### config.mk
export PLATFORM = sky130hd
export DESIGN_NAME = line_raster_display_flat
export DESIGN_NICKNAME = d
export VERILOG_FILES = /design/src/rtl/line_raster_display_if.sv /design/src/rtl/line_raster_display.sv /design/src/flat_wrapper.sv
export SDC_FILE = /design/constraint.sdc
export NUM_CORES = 1
export LEC_CHECK = 0
export BUFFER_PORTS_ARGS = -buffer_cell sky130_fd_sc_hd__buf_2
export CORE_MARGIN = 10
export CORE_UTILIZATION = 54
export DETAILED_ROUTE_END_ITERATION = 8
export PLACE_DENSITY_LB_ADDON = 0.08
export RECOVER_POWER = 100
export SYNTH_ARGS = -nofsm -noshare
export SYNTH_HDL_FRONTEND = slang
export SYNTH_SLANG_ARGS = --single-unit
### constraint.sdc
create_clock -name clk_pix -period 6.5 [get_ports clk_pix]
set_input_delay 0 -clock clk_pix [delete_from_list [all_inputs] [get_ports clk_pix]]
set_output_delay 0 -clock clk_pix [all_outputs]
set_load 0.01 [all_outputs]
### src/rtl/line_raster_display_if.sv
// Line-drawing request channel: a shape source (master) hands endpoints and colour to the
// raster drawer (slave), which reports busy/done back.
interface line_raster_display_if #(
  parameter int unsigned XY_BITW = 11,
  parameter int unsigned COLORW  = 3
) ();
  logic               line_start;
  logic [XY_BITW-1:0] line_x0;
  logic [XY_BITW-1:0] line_y0;
  logic [XY_BITW-1:0] line_x1;
  logic [XY_BITW-1:0] line_y1;
  logic [COLORW-1:0]  line_color;
  logic               line_oe;
  logic               line_busy;
  logic               line_done;

  modport master (
    output line_start, line_x0, line_y0, line_x1, line_y1, line_color, line_oe,
    input  line_busy, line_done
  );

  modport slave (
    input  line_start, line_x0, line_y0, line_x1, line_y1, line_color, line_oe,
    output line_busy, line_done
  );
endinterface

### src/rtl/line_raster_display.sv
// VGA timing generator, Bresenham line drawer and small dual-port framebuffer scanned out
// as 1-bit R/G/B inside a fixed screen window.
module line_raster_display #(
  parameter int unsigned XY_BITW = 11,
  parameter int unsigned H_RES   = 800,
  parameter int unsigned H_FP    = 40,
  parameter int unsigned H_SP    = 128,
  parameter int unsigned H_BP    = 88,
  parameter bit          H_POL   = 1'b1,
  parameter int unsigned V_RES   = 600,
  parameter int unsigned V_FP    = 1,
  parameter int unsigned V_SP    = 4,
  parameter int unsigned V_BP    = 23,
  parameter bit          V_POL   = 1'b1,
  parameter int unsigned WIDTH   = 16,
  parameter int unsigned HEIGHT  = 16,
  parameter int unsigned COLORW  = 3,
  parameter int unsigned POSX    = 0,
  parameter int unsigned POSY    = 0
) (
  input  logic                   clk_pix,
  input  logic                   rst,
  line_raster_display_if.slave   line,
  output logic [XY_BITW-1:0]     sx,
  output logic [XY_BITW-1:0]     sy,
  output logic                   frame,
  output logic                   vga_hs,
  output logic                   vga_vs,
  output logic                   vga_de,
  output logic                   vga_r,
  output logic                   vga_g,
  output logic                   vga_b
);

  localparam int unsigned H_TOTAL = H_RES + H_FP + H_SP + H_BP;
  localparam int unsigned V_TOTAL = V_RES + V_FP + V_SP + V_BP;
  localparam int unsigned Depth   = WIDTH * HEIGHT;
  localparam int unsigned AddrW   = (Depth > 1) ? $clog2(Depth) : 1;
  // Two spare bits beyond the sign keep 2*err from overflowing.
  localparam int unsigned SW      = XY_BITW + 3;

  typedef logic [XY_BITW-1:0]   coord_t;
  typedef logic signed [SW-1:0] scoord_t;
  typedef enum logic [0:0] {StIdle, StDraw} state_e;

  localparam scoord_t WidthS  = scoord_t'(WIDTH);
  localparam scoord_t HeightS = scoord_t'(HEIGHT);

  // ---------------- display timing ----------------
  coord_t sx_q, sx_d, sy_q, sy_d;

  always_comb begin
    sx_d = sx_q + 1'b1;
    sy_d = sy_q;
    if (sx_q == coord_t'(H_TOTAL - 1)) begin
      sx_d = '0;
      sy_d = (sy_q == coord_t'(V_TOTAL - 1)) ? '0 : sy_q + 1'b1;
    end
  end

  always_ff @(posedge clk_pix) begin
    if (rst) begin
      sx_q <= '0;
      sy_q <= '0;
    end else begin
      sx_q <= sx_d;
      sy_q <= sy_d;
    end
  end

  assign sx    = sx_q;
  assign sy    = sy_q;
  assign frame = (sx_q == '0) && (sy_q == '0);

  logic             de_raw, hs_raw, vs_raw, in_win;
  coord_t           fx, fy;
  logic [AddrW-1:0] raddr;

  always_comb begin
    de_raw = (sx_q < coord_t'(H_RES)) && (sy_q < coord_t'(V_RES));
    hs_raw = ((sx_q >= coord_t'(H_RES + H_FP)) && (sx_q < coord_t'(H_RES + H_FP + H_SP)))
             ? H_POL : ~H_POL;
    vs_raw = ((sy_q >= coord_t'(V_RES + V_FP)) && (sy_q < coord_t'(V_RES + V_FP + V_SP)))
             ? V_POL : ~V_POL;
    // Left/above the window the subtraction wraps to a large value and fails the bound test.
    fx     = sx_q - coord_t'(POSX);
    fy     = sy_q - coord_t'(POSY);
    in_win = de_raw && (fx < coord_t'(WIDTH)) && (fy < coord_t'(HEIGHT));
    raddr  = AddrW'(32'(fy) * WIDTH + 32'(fx));
  end

  // ---------------- drawer FSM ----------------
  state_e state_q, state_d;

  scoord_t           x_q, y_q, x1_q, y1_q, dx_q, dy_q, err_q, xstep_q, ystep_q;
  logic [COLORW-1:0] color_q;
  logic              done_q;

  scoord_t xs0, ys0, xs1, ys1, adx, ady, e2, x_n, y_n, err_n;
  logic    at_end, draw, start_acc, step, wr_en;
  logic [AddrW-1:0] waddr;

  always_ff @(posedge clk_pix) begin
    if (rst) begin
      state_q <= StIdle;
    end else begin
      state_q <= state_d;
    end
  end

  always_comb begin
    state_d = state_q;
    unique case (state_q)
      StIdle: if (line.line_start) state_d = StDraw;
      StDraw: if (line.line_oe && at_end) state_d = StIdle;
    endcase
  end

  always_comb begin
    draw           = (state_q == StDraw);
    start_acc      = (state_q == StIdle) && line.line_start;
    step           = draw && line.line_oe && !at_end;
    wr_en          = draw && line.line_oe && !rst && (x_q < WidthS) && (y_q < HeightS);
    line.line_busy = draw;
    line.line_done = done_q;
  end

  // Bresenham step arithmetic
  always_comb begin
    xs0    = scoord_t'(line.line_x0);
    ys0    = scoord_t'(line.line_y0);
    xs1    = scoord_t'(line.line_x1);
    ys1    = scoord_t'(line.line_y1);
    adx    = (xs1 >= xs0) ? xs1 - xs0 : xs0 - xs1;
    ady    = (ys1 >= ys0) ? ys1 - ys0 : ys0 - ys1;
    at_end = (x_q == x1_q) && (y_q == y1_q);
    e2     = err_q <<< 1;
    x_n    = x_q;
    y_n    = y_q;
    err_n  = err_q;
    if (e2 >= dy_q) begin
      err_n = err_n + dy_q;
      x_n   = x_q + xstep_q;
    end
    if (e2 <= dx_q) begin
      err_n = err_n + dx_q;
      y_n   = y_q + ystep_q;
    end
    waddr  = AddrW'(32'(y_q) * WIDTH + 32'(x_q));
  end

  always_ff @(posedge clk_pix) begin
    if (rst) begin
      done_q <= 1'b0;
    end else begin
      done_q <= draw && line.line_oe && at_end;
    end
  end

  always_ff @(posedge clk_pix) begin
    if (start_acc) begin
      x_q     <= xs0;
      y_q     <= ys0;
      x1_q    <= xs1;
      y1_q    <= ys1;
      dx_q    <= adx;
      dy_q    <= -ady;
      err_q   <= adx - ady;
      xstep_q <= (xs0 < xs1) ? scoord_t'(1) : scoord_t'(-1);
      ystep_q <= (ys0 < ys1) ? scoord_t'(1) : scoord_t'(-1);
      color_q <= line.line_color;
    end else if (step) begin
      x_q   <= x_n;
      y_q   <= y_n;
      err_q <= err_n;
    end
  end

  // ---------------- framebuffer and scan-out ----------------
  logic [COLORW-1:0] mem [Depth];
  logic [COLORW-1:0] rd_q;
  logic              win_q, de_q, hs_q, vs_q;

  // Read-before-write: a same-address access in one cycle returns the old pixel.
  always_ff @(posedge clk_pix) begin
    rd_q <= mem[raddr];
    if (wr_en) begin
      mem[waddr] <= color_q;
    end
  end

  always_ff @(posedge clk_pix) begin
    if (rst) begin
      win_q <= 1'b0;
      de_q  <= 1'b0;
      hs_q  <= ~H_POL;
      vs_q  <= ~V_POL;
    end else begin
      win_q <= in_win;
      de_q  <= de_raw;
      hs_q  <= hs_raw;
      vs_q  <= vs_raw;
    end
  end

  assign vga_de = de_q;
  assign vga_hs = hs_q;
  assign vga_vs = vs_q;
  assign vga_r  = win_q & rd_q[2];
  assign vga_g  = win_q & rd_q[1];
  assign vga_b  = win_q & rd_q[0];

endmodule

### src/flat_wrapper.sv
// flat-port wrapper written by rule: the top's interface ports become plain ports
module line_raster_display_flat 
#(
  parameter int unsigned XY_BITW = 11,
  parameter int unsigned H_RES   = 800,
  parameter int unsigned H_FP    = 40,
  parameter int unsigned H_SP    = 128,
  parameter int unsigned H_BP    = 88,
  parameter bit          H_POL   = 1'b1,
  parameter int unsigned V_RES   = 600,
  parameter int unsigned V_FP    = 1,
  parameter int unsigned V_SP    = 4,
  parameter int unsigned V_BP    = 23,
  parameter bit          V_POL   = 1'b1,
  parameter int unsigned WIDTH   = 16,
  parameter int unsigned HEIGHT  = 16,
  parameter int unsigned COLORW  = 3,
  parameter int unsigned POSX    = 0,
  parameter int unsigned POSY    = 0
)
  (clk_pix, rst, sx, sy, frame, vga_hs, vga_vs, vga_de, vga_r, vga_g, vga_b, line_line_start, line_line_x0, line_line_y0, line_line_x1, line_line_y1, line_line_color, line_line_oe, line_line_busy, line_line_done);
  line_raster_display_if #(.XY_BITW(XY_BITW), .COLORW(COLORW)) line_i ();
  input  logic clk_pix;
  input  logic rst;
  output logic [XY_BITW-1:0] sx;
  output logic [XY_BITW-1:0] sy;
  output logic frame;
  output logic vga_hs;
  output logic vga_vs;
  output logic vga_de;
  output logic vga_r;
  output logic vga_g;
  output logic vga_b;
  input wire logic [$bits(line_i.line_start)-1:0] line_line_start;
  input wire logic [$bits(line_i.line_x0)-1:0] line_line_x0;
  input wire logic [$bits(line_i.line_y0)-1:0] line_line_y0;
  input wire logic [$bits(line_i.line_x1)-1:0] line_line_x1;
  input wire logic [$bits(line_i.line_y1)-1:0] line_line_y1;
  input wire logic [$bits(line_i.line_color)-1:0] line_line_color;
  input wire logic [$bits(line_i.line_oe)-1:0] line_line_oe;
  output wire logic [$bits(line_i.line_busy)-1:0] line_line_busy;
  output wire logic [$bits(line_i.line_done)-1:0] line_line_done;
  assign line_i.line_start = line_line_start;
  assign line_i.line_x0 = line_line_x0;
  assign line_i.line_y0 = line_line_y0;
  assign line_i.line_x1 = line_line_x1;
  assign line_i.line_y1 = line_line_y1;
  assign line_i.line_color = line_line_color;
  assign line_i.line_oe = line_line_oe;
  assign line_line_busy = line_i.line_busy;
  assign line_line_done = line_i.line_done;
  line_raster_display #(.XY_BITW(XY_BITW), .H_RES(H_RES), .H_FP(H_FP), .H_SP(H_SP), .H_BP(H_BP), .H_POL(H_POL), .V_RES(V_RES), .V_FP(V_FP), .V_SP(V_SP), .V_BP(V_BP), .V_POL(V_POL), .WIDTH(WIDTH), .HEIGHT(HEIGHT), .COLORW(COLORW), .POSX(POSX), .POSY(POSY)) u_core (.clk_pix(clk_pix), .rst(rst), .line(line_i), .sx(sx), .sy(sy), .frame(frame), .vga_hs(vga_hs), .vga_vs(vga_vs), .vga_de(vga_de), .vga_r(vga_r), .vga_g(vga_g), .vga_b(vga_b));
endmodule
# Word level (Yosys, flattened, before mapping)
# Memories as Yosys holds them, arrays and structs flattened. A register that Yosys moved wholly into a read port is not among the register bits.
# Index checks and enable logic that the tools add are counted.
# word_totals
reg_bits	151
mem_bits_rw	768
in_bits	51
output_inout_bits	31
wordCells	108
mem_count	1
# op_classes
add_sub_neg	14
n_lt_le_gt_ge	16
n_eq_ne	4
mux	22
bitwise_logic	4
reduce_logical	27
# mem_list
name	words	word_bits	read_ports	rd_ports_with_merged_regs	write_ports	line_no	source
u_core.mem	256	3	1	1	1	line_raster_display.sv:180	logic [COLORW-1:0] mem [Depth];
# op_table
op	count
14-bit 2-to-1 mux	8
11-bit 2-to-1 mux	7
14-bit adder	4
11-bit by 11-bit subtractor with 12-bit output	4
11-bit by 10-bit less-than comparator with 1-bit output (second input constant)	4
14-bit by 12-bit equality test with 1-bit output	2
14-bit by 6-bit less-than comparator with 1-bit output (second input constant)	2
11-bit by 1-bit adder with 11-bit output (second input constant)	2
11-bit by 10-bit >= comparator with 1-bit output (second input constant)	2
11-bit >= comparator	2
11-bit zero test	2
11-bit less-than comparator	2
11-bit by 5-bit less-than comparator with 1-bit output (second input constant)	2
8-bit adder	2
1-bit logical AND	15
14-bit >= comparator	1
14-bit <= comparator	1
14-bit negation	1
14-bit subtractor	1
11-bit by 10-bit equality test with 1-bit output (second input constant)	1
11-bit equality test (second input constant)	1
2-bit AND reduction	4
1-bit 2-to-1 mux	6
2-bit nonzero test	3
5 further kinds	8

# Longest topological paths before layout
# Gate-level depths: netlist of run 1.
# depth
depth_word	6
mapped_depth	23
mapped_depth_nobuf	21

# Worst setup path after synthesis of run 1
# Ideal clock, no wire load.
# synth_path
path_type	reg-to-reg
startpoint	register u_core.err_q[8]
endpoint	register u_core.err_q[12] (data pin)
setup_time_ps	269
arrival_ps	4243
required_time_ps	6231
path_slack_ps	1988
path_stages_with_launch	20
path_buffers	1
synth_period_minus_slack_ps	4512
cell_sequence	edfxtp_1 -> ha_1 -> a21o_1 -> a2111oi_0 -> o22ai_1 -> o22ai_1 -> clkbuf_1 -> mux2_2 -> ha_1 -> inv_1 -> fa_1 -> nor2b_1 -> o31a_1 -> o211ai_1 -> a21oi_1 -> a2111oi_0 -> o311ai_0 -> o41ai_1 -> xnor2_1 -> mux2i_1
# synth_via
elab_chain_cells	6
elab_cells_between_ends	8
cone_classes	add/sub: 2; order compare: 2; mux: 4
# synth_lines
item	line_no	source
start: declaration	line_raster_display.sv:95	scoord_t x_q, y_q, x1_q, y1_q, dx_q, dy_q, err_q, xstep_q, ystep_q;
start signal: assignment	line_raster_display.sv:168	err_q <= adx - ady;
start signal: assignment	line_raster_display.sv:175	err_q <= err_n;
14-bit adder or 14-bit >= comparator (tied branches)	line_raster_display.sv:142, line_raster_display.sv:141	
14-bit 2-to-1 mux	line_raster_display.sv:141	if (e2 >= dy_q) begin
14-bit adder	line_raster_display.sv:146	err_n = err_n + dx_q;
14-bit 2-to-1 mux (*)	line_raster_display.sv:145	if (e2 <= dx_q) begin
14-bit 2-to-1 mux (*)	line_raster_display.sv:172	end else if (step) begin
14-bit 2-to-1 mux (*)	line_raster_display.sv:161	if (start_acc) begin
# Every way passes the cells marked *; elsewhere a longest branch is shown, timed or not. The select of a mux whose other input is x is not followed.
# A chain may end at the register's enable or synchronous reset.

# Worst setup path after layout of run 1
# layout_path
startpoint	register u_core.sx_q[1], in the netlist u_core.sx[1]
endpoint	register u_core.rd_q[2], read port of u_core.mem
# layout_via
elab_chain_cells	1
# layout_lines
item	line_no	source
start: declaration	line_raster_display.sv:50	coord_t sx_q, sx_d, sy_q, sy_d;
start signal: assignment	line_raster_display.sv:63	sx_q <= '0;
start signal: assignment	line_raster_display.sv:66	sx_q <= sx_d;
8-bit adder	line_raster_display.sv:89	raddr = AddrW'(32'(fy) * WIDTH + 32'(fx));
end: declaration	line_raster_display.sv:181	logic [COLORW-1:0] rd_q;
# Every way passes these cells.

==> results of run 1 <==
-- cell type report --
cell class                      count  area, um2  area share (%)
Multi-Input combinational cell   1493      13800            29.8
Inverter                          121        455           0.985
Clock inverter                     64        931            2.01
Timing Repair Buffer              154       1030            2.22
Tap cell                          978       1220            2.65
Clock buffer                      107       2380            5.15
Sequential cell                   893      26400            57.2
-- through the flow --
step	instances	hold WS, ns	instance area [um2]
6_report	3810	0.143	46200
5_1_grt	3810	0.157	46200
4_1_cts	3810	0.0611	46400
3_5_place_dp	3588	0.212	42600
3_3_place_gp	3588	0.211	42600
2_1_floorplan	2629	0.0989	41200
-- registers in the layout, indices dropped and copies added, names as in the netlist, 11 cells and up --
signal and count:
u_core.y1_q 11, u_core.y_q 14, u_core.dx_q 12, u_core.sy 11, u_core.mem 768, u_core.err_q 13, u_core.x_q 14, u_core.dy_q 14
u_core.x1_q 11, u_core.sx 11
-- worst max path at each step --
stage | startpoint | end | slack [ns] | depth (start not counted)
2_1_floorplan | u_core.err_q[8] | u_core.err_q[12] | 1.99 | 19
3_3_place_gp | line_line_y1[0] | u_core.err_q[10] | 1.31 | 21
3_5_place_dp | line_line_y1[0] | u_core.err_q[10] | 1.32 | 21
4_1_cts | line_line_y1[0] | u_core.err_q[10] | 1.39 | 22
5_1_grt | u_core.sx[1] | u_core.sy[9] | 0.61 | 9
6_report | u_core.sx[1] | u_core.rd_q[2] | 0.89 | 5
-- power by group --
group / internal, uW / switching [uW]
combinational: 1480 / 2130
clock: 3480 / 2260
sequential: 6520 / 190
-- cells by family (layout without fill, tap and decap cells) --
family,after synthesis,count (layout),share of synthesized area [%]
DFF,893,893,64.2
and+or+nand+nor,637,637,6.81
AOI/OAI and AO/OA,313,313,4.88
muxes,278,278,14.5
buffers and inverters,243,446,2.31
adders and majority gates,153,153,4.85
xor gates and xnor gates,112,112,2.40
-- layout by cell type (no fill, tap or decap), types with 12 or more instances in the layout --
| cell type | Yosys | routed |
|---|---|---|
| a21o_1 | 34 | 34 |
| clkbuf_16 | 0 | 93 |
| nor4_1 | 12 | 13 |
| nand2_1 | 98 | 98 |
| ha_1 | 142 | 142 |
| nor3_1 | 35 | 35 |
| edfxtp_1 | 856 | 856 |
| clkbuf_1 | 90 | 71 |
| or3_1 | 14 | 14 |
| a21oi_1 | 83 | 83 |
| xor2_1 | 56 | 55 |
| nor2b_1 | 16 | 16 |
| buf_2 | 21 | 28 |
| nor2_1 | 355 | 356 |
| clkinv_2 | 0 | 12 |
| xnor2_1 | 55 | 55 |
| bufinv_16 | 0 | 21 |
| inv_1 | 121 | 120 |
| mux4_2 | 255 | 255 |
| dlygate4sd3_1 | 0 | 51 |
| o21a_1 | 20 | 20 |
| a31oi_1 | 13 | 13 |
| nand3_1 | 33 | 33 |
| nand4_1 | 18 | 19 |
| dfxtp_1 | 37 | 36 |
| o31ai_1 | 14 | 14 |
| nand2b_1 | 14 | 13 |
| and3_1 | 16 | 16 |
| o21ai_0 | 72 | 72 |
| o21bai_1 | 12 | 12 |
| clkinv_1 | 0 | 17 |
| mux2i_1 | 15 | 15 |
-- per-layer routing --
layer	up-vias	GRT usage (%)	wire length [um]
li1	10400	-	-
met1	11900	29.5	39700
met2	844	38.8	50300
met3	170	4.46	6820
met4	4	7.79	3070
met5	-	0	14
-- what timing repair did --
| action | CTS | global route |
|---|---|---|
| buffers inserted | 0 | 0 |
| endpoints found under the hold margin | 64 | 0 |
| hold buffers | 51 | 0 |
==> summary.md, run 1 <==
| Metric | Value |
|---|---|
| Outcome | `finished with violations` |
| Failing checks | `max-capacitance violations, max-slew violations` |
| All-Layer GR Usage | `23.0%` |
| Kind of cell adding the most delay to the critical path | `flip-flops` |
| Row cnt | `101` |
| Fillers | `5646` |
| Routed len/inst | `between 20 and 30 um` |
| First-pass DRT Iterations | `5` |
| ANT cells | `0` |
| Largest cells by area after synthesis | `edfxtp_1 (62%), mux4_2 (14%), ha_1 (4.3%), nor2_1 (3.2%), dfxtp_1 (1.8%)` |
| Drc violations | `0` |
| First-pass GRT wire length | `150 mm` |
| Routed wire length | `100 mm` |
| IO buf count | `81` |
| Final Hold Violating Endpoints | `0` |
| Initial antenna violation count | `3` |
| Synthesis Warnings | `0` |
| Routability cong. | `about 0.88` |
| Layout cells sized above 1 | `16.2%` |
| Clock Skews | `0.0357 ns` |
| Fraction of registers with async set/reset | `0%` |
| Die Height | `296 um` |
| PwrDens | `about 350 nW/um2` |
| FF-to-FF path depth | `5` |
| WS Path Type | `reg2reg` |
| Worst path required time | `7.02 ns` |
| Core area | `75800 um2` |
| Synth area leader | `edfxtp_1` |
| Most instantiated cells after synthesis | `edfxtp_1 (856), nor2_1 (355), mux4_2 (255)` |
| Die Span X | `296 um` |
| Crit path buffers/inverters | `1` |
| Maxcap violations | `23` |
| Dpl ws | `roughly 1.3 ns` |
| Slowest-stage cell, CP | `dfxtp_1` |
| Minimum clock period | `5.61 ns` |
| CTS tree | `built` |
| IO Count | `~80` |
| Synthesis-to-finish area growth | `12.3%` |
| Hold Startpoint | `line_line_y1[7]` |
| Fin nets | `roughly 3.0k` |
| Worst EP arrival | `around 6 ns` |
| Reg-to-Reg End | `u_core.rd_q[2]` |
| # clock sinks | `approximately 890` |
| Post-synthesis sequential area ratio | `64.2%` |
| Hold Path Stages | `2` |
| DR vias | `between 20k and 25k` |
| Flop2flop setup slack | `0.89 ns` |
| Hold path endpoint | `u_core.y1_q[7]` |
| Crit end category | `register` |
| RR Startpoint | `u_core.sx[1]` |
| Final Util | `61.0%` |
| Worst Tran Pin Value | `4.25 ns` |
| Number of flops mapped to enable cells by yosys | `~860` |
| CP most frequent cell | `mux4_2` |
| GRT overflow | `0` |
| Largest net degree at the start of global routing | `193` |
| LEAKAGE | `0.0154 uW` |
| Routed vias/inst | `6.13` |
| CTS resizes | `0` |
| Crit Path Max Fanout | `70` |
| Count leader, synth | `edfxtp_1` |
| H-tree levels | `3` |
| Seq cells post-synth | `893` |
| Cell variety after synth | `68` |
| DR iter-0 viols | `around 2.0k` |
| Fmax | `0.178 GHz` |
| Peak supply drop | `402 uV` |
| Net count after synthesis | `2833` |
| Setup violations, final | `0` |
| CTS Buf Count | `92` |
| Maximum clock path buffer count | `3` |
| Initial Util | `between 50% and 60%` |
| Final ANT Viol Nets | `0` |
| Clock-pin slew on the worst setup and hold paths | `around 0.060 ns` |
| Max-Slew Margin vs Limit | `-184%` |
| Worst setup SP type | `register` |
| Clock tree root buffer cell | `clkbuf_16` |
| Post-Syn Instances | `2629` |
| Avg Inst Size Synth | `between 15 and 20 um2` |
| Max-slew violation count | `1007` |
| Area share of the largest cell type after synthesis | `62.4%` |
| Top FF cell, synth | `edfxtp_1` |
| Clock Latency Late Sink | `0.65 ns` |
| HPWL after DPL | `62.0 mm` |
| Final TNS setup | `0 ns` |
| Power Total | `16100 uW` |
| Area of the die | `87700 um2` |
| CP max stage delay | `2.66 ns` |
| Number of global-route vias before repair | `between 20k and 25k` |
| Mapped Area | `about 41000 um2` |
| Final setup margin | `just under 0.9 ns` |
| RSZ-0062 raised after global routing | `false` |
| Period Utilization, post-route | `about 86%` |
| Critical-path cell list | `buf_4, mux4_2, mux4_2, mux4_2, mux4_2` |
| Min-Delay Path Class | `in2reg` |
(Power assumes the default switching activity.)
==> run 2, diff against run 1 <==
--- a/config.mk
+++ b/config.mk
@@ -9,7 +9,8 @@
 export CORE_MARGIN = 10
 export CORE_UTILIZATION = 54
 export DETAILED_ROUTE_END_ITERATION = 8
-export PLACE_DENSITY_LB_ADDON = 0.08
+export GPL_TIMING_DRIVEN = 0
+export PLACE_DENSITY = 0.76
 export RECOVER_POWER = 100
 export SYNTH_ARGS = -nofsm -noshare
 export SYNTH_HDL_FRONTEND = slang
==> summary.md, run 2 (synthesized netlist as in run 1, its figures left out) <==
| Metric | Value |
|---|---|
| Setup violations, final | `0 (unchanged)` |
| Final Hold Violating Endpoints | `0 (unchanged)` |
| Hold Path Stages | `2 (unchanged)` |
| Clock-pin slew on the worst setup and hold paths | `0.06 ns (about the same)` |
| Worst path required time | `6.88 ns (-0.14 ns)` |
| Placed Cells | `3716 (+3.6%)` |
| RSZ-0062 raised after global routing | `false` |
| # clock sinks | `893 (unchanged)` |
| Clock Skews | `0.0552 ns (+0.0195 ns)` |
| Synthesis-to-finish area growth | `12.3% (about the same)` |
| Maximum clock path buffer count | `3 (unchanged)` |
| Maxcap violations | `3 (-87%)` |
| ANT cells | `0 (unchanged)` |
| Routability cong. | `0.918 (+4.3%)` |
| DR iter-0 viols | `3313 (+63%)` |
| Min-Delay Path Class | `in2reg` |
| GRT overflow | `0 (unchanged)` |
| Most common cell after layout, fill and taps aside | `edfxtp_1` |
| Drc violations | `0 (unchanged)` |
| Final Instance Count excl. Fillers | `3934 (+3.3%)` |
| Max-Slew Margin vs Limit | `-143% (+40 points)` |
| Max-slew violation count | `84 (-92%)` |
| WS Path Type | `reg2reg` |
| First-pass GRT wire length | `168 mm (+12%)` |
| Worst setup SP type | `register` |
| Area of the die | `87700 um2 (unchanged)` |
| First-pass DRT Iterations | `6 (+1)` |
| Minimum clock period | `5.72 ns (+0.101 ns)` |
| Crit end category | `register` |
| Peak supply drop | `203 uV (-49%)` |
| IO buf count | `80 (-1.2%)` |
| Row cnt | `101 (unchanged)` |
| H-tree levels | `3 (unchanged)` |
| Clock tree root buffer cell | `clkbuf_16` |
| HPWL after DPL | `76.0 mm (+22%)` |
| Initial antenna violation count | `1 (-2)` |
| Layout cells sized above 1 | `15.3% (-0.95 points)` |
| DR vias | `25.5k (+9.2%)` |
| CTS Buf Count | `91 (-1.1%)` |
| CTS tree | `built` |
| Crit Path Max Fanout | `10 (-86%)` |
| All-Layer GR Usage | `26.0% (+3.1 points)` |
| WHS | `0.0659 ns (-0.0772 ns)` |
| Routed vias/inst | `6.48 (+5.8%)` |
| Power Total | `15600 uW (-3.0%)` |
| Outcome | `finished with violations` |
| Die Span X | `296 um (unchanged)` |
| Worst EP arrival | `6.10 ns (-0.03 ns)` |
| FF-to-FF path depth | `20 (+15)` |
| Die Height | `296 um (unchanged)` |
| Initial Util | `54.3% (unchanged)` |
| Clock Latency Late Sink | `0.69 ns (+0.04 ns)` |
| Core area | `75800 um2 (unchanged)` |
| Routed wire length | `113 mm (+13%)` |
| Fin nets | `3085 (+4.3%)` |
| Final ANT Viol Nets | `0 (unchanged)` |
| Failing checks | `max-capacitance violations, max-slew violations` |
| Number of global-route vias before repair | `26.3k (+9.2%)` |
| Fmax | `0.175 GHz (-1.8%)` |
| IO Count | `82 (unchanged)` |
| Top reg by flops | `u_core.mem` |
| Worst Tran Pin Value | `3.65 ns (-0.607 ns)` |
| PwrDens | `337 nW/um2 (-3.0%)` |
| Routed len/inst | `28.8 um (+9.7%)` |
| Max reg flops | `768 (unchanged)` |
| Most frequent cells in the layout | `edfxtp_1 (856), nor2_1 (356), mux4_2 (255)` |
| Period Utilization, post-route | `87.9% (+1.6 points)` |
| Largest net degree at the start of global routing | `63 (-67%)` |
| LEAKAGE | `0.0153 uW (-0.34%)` |
==> run 2: cell types whose count changed in the layout (fill, tap and decap cells not counted), moves of 2 or more <==
cell / delta
buf_4: -10
inv_16: -2
clkbuf_8: +5
clkbuf_1: +124
buf_2: +19
bufinv_16: -18
clkinv_2: +2
clkbuf_2: -3
clkinv_16: +2
clkinvlp_4: +2
buf_1: +5
buf_12: -3
==> run 2: cell type report <==
class	instances	area, um2
Clock buffer	116	2460
Tap cell	978	1220
Multi-Input combinational cell	1493	13800
Timing Repair Buffer	159	942
Sequential cell	893	26400
Buffer	122	493
Clock inverter	52	452
Inverter	121	454
Fill cell	5378	29600
==> run 2: what timing repair did <==
item / CTS / global route
hold endpoints to repair: 54 / 0
hold buffers: 50 / 0
gates resized for setup: 0 / 0
buffers inserted: 0 / 0
==> run 2: critical path: stages (launching register included) <==
cell and delay (ns):
edfxtp_1 0.46, ha_1 0.36, a21oi_1 0.14, nor2_1 0.05
a2111oi_0 0.41, o22ai_1 0.16, o22ai_1 0.52, clkbuf_1 0.41
mux2_1 0.40, ha_1 0.21, inv_1 0.07, fa_1 0.18
nor2b_1 0.07, o31a_1 0.28, o211ai_1 0.26, a21oi_1 0.13
a2111oi_0 0.69, o311ai_0 0.26, o41ai_1 0.13, xnor2_1 0.16
mux2i_1 0.09
==> run 2: through the flow <==
step	setup slack, ns	TNS [ns]	cell area [um2]	util (%)
after floorplan	1.99	0	41200	-
after global placement	-0.773	-508.78	42800	56.5
after detailed placement	1.02	0	43600	57.5
after CTS	0.956	0	47000	62.0
after global routing	0.280	0	46200	61.0
final	0.784	0	46200	61.0
==> run 2: final timing paths <==
| kind | endpoint | from | slack, ns |
|---|---|---|---|
| worst min-delay path | u_core.color_q[0] | line_line_color[0] | 0.07 |
| worst max-delay path | u_core.err_q[12] | u_core.err_q[6] | 0.78 |
| worst min register to register | u_core.x_q[11] | u_core.x_q[11] | 0.52 |
| worst max register to register | u_core.err_q[12] | u_core.err_q[6] | 0.78 |
==> run 2: per-layer routing <==
layer  up-vias  wire (um)  GRT usage [%]
li1      10700          -              -
met1     12800      39400           31.4
met2      1690      55300           43.2
met3       341      12000           6.32
met4         2       6490           13.5
met5         -         13              0
==> run 2: power breakdown <==
part	internal (uW)	switching, uW
Clock	2830	2290
Combinational	1490	2310
Sequential	6510	153
Total	10800	4760
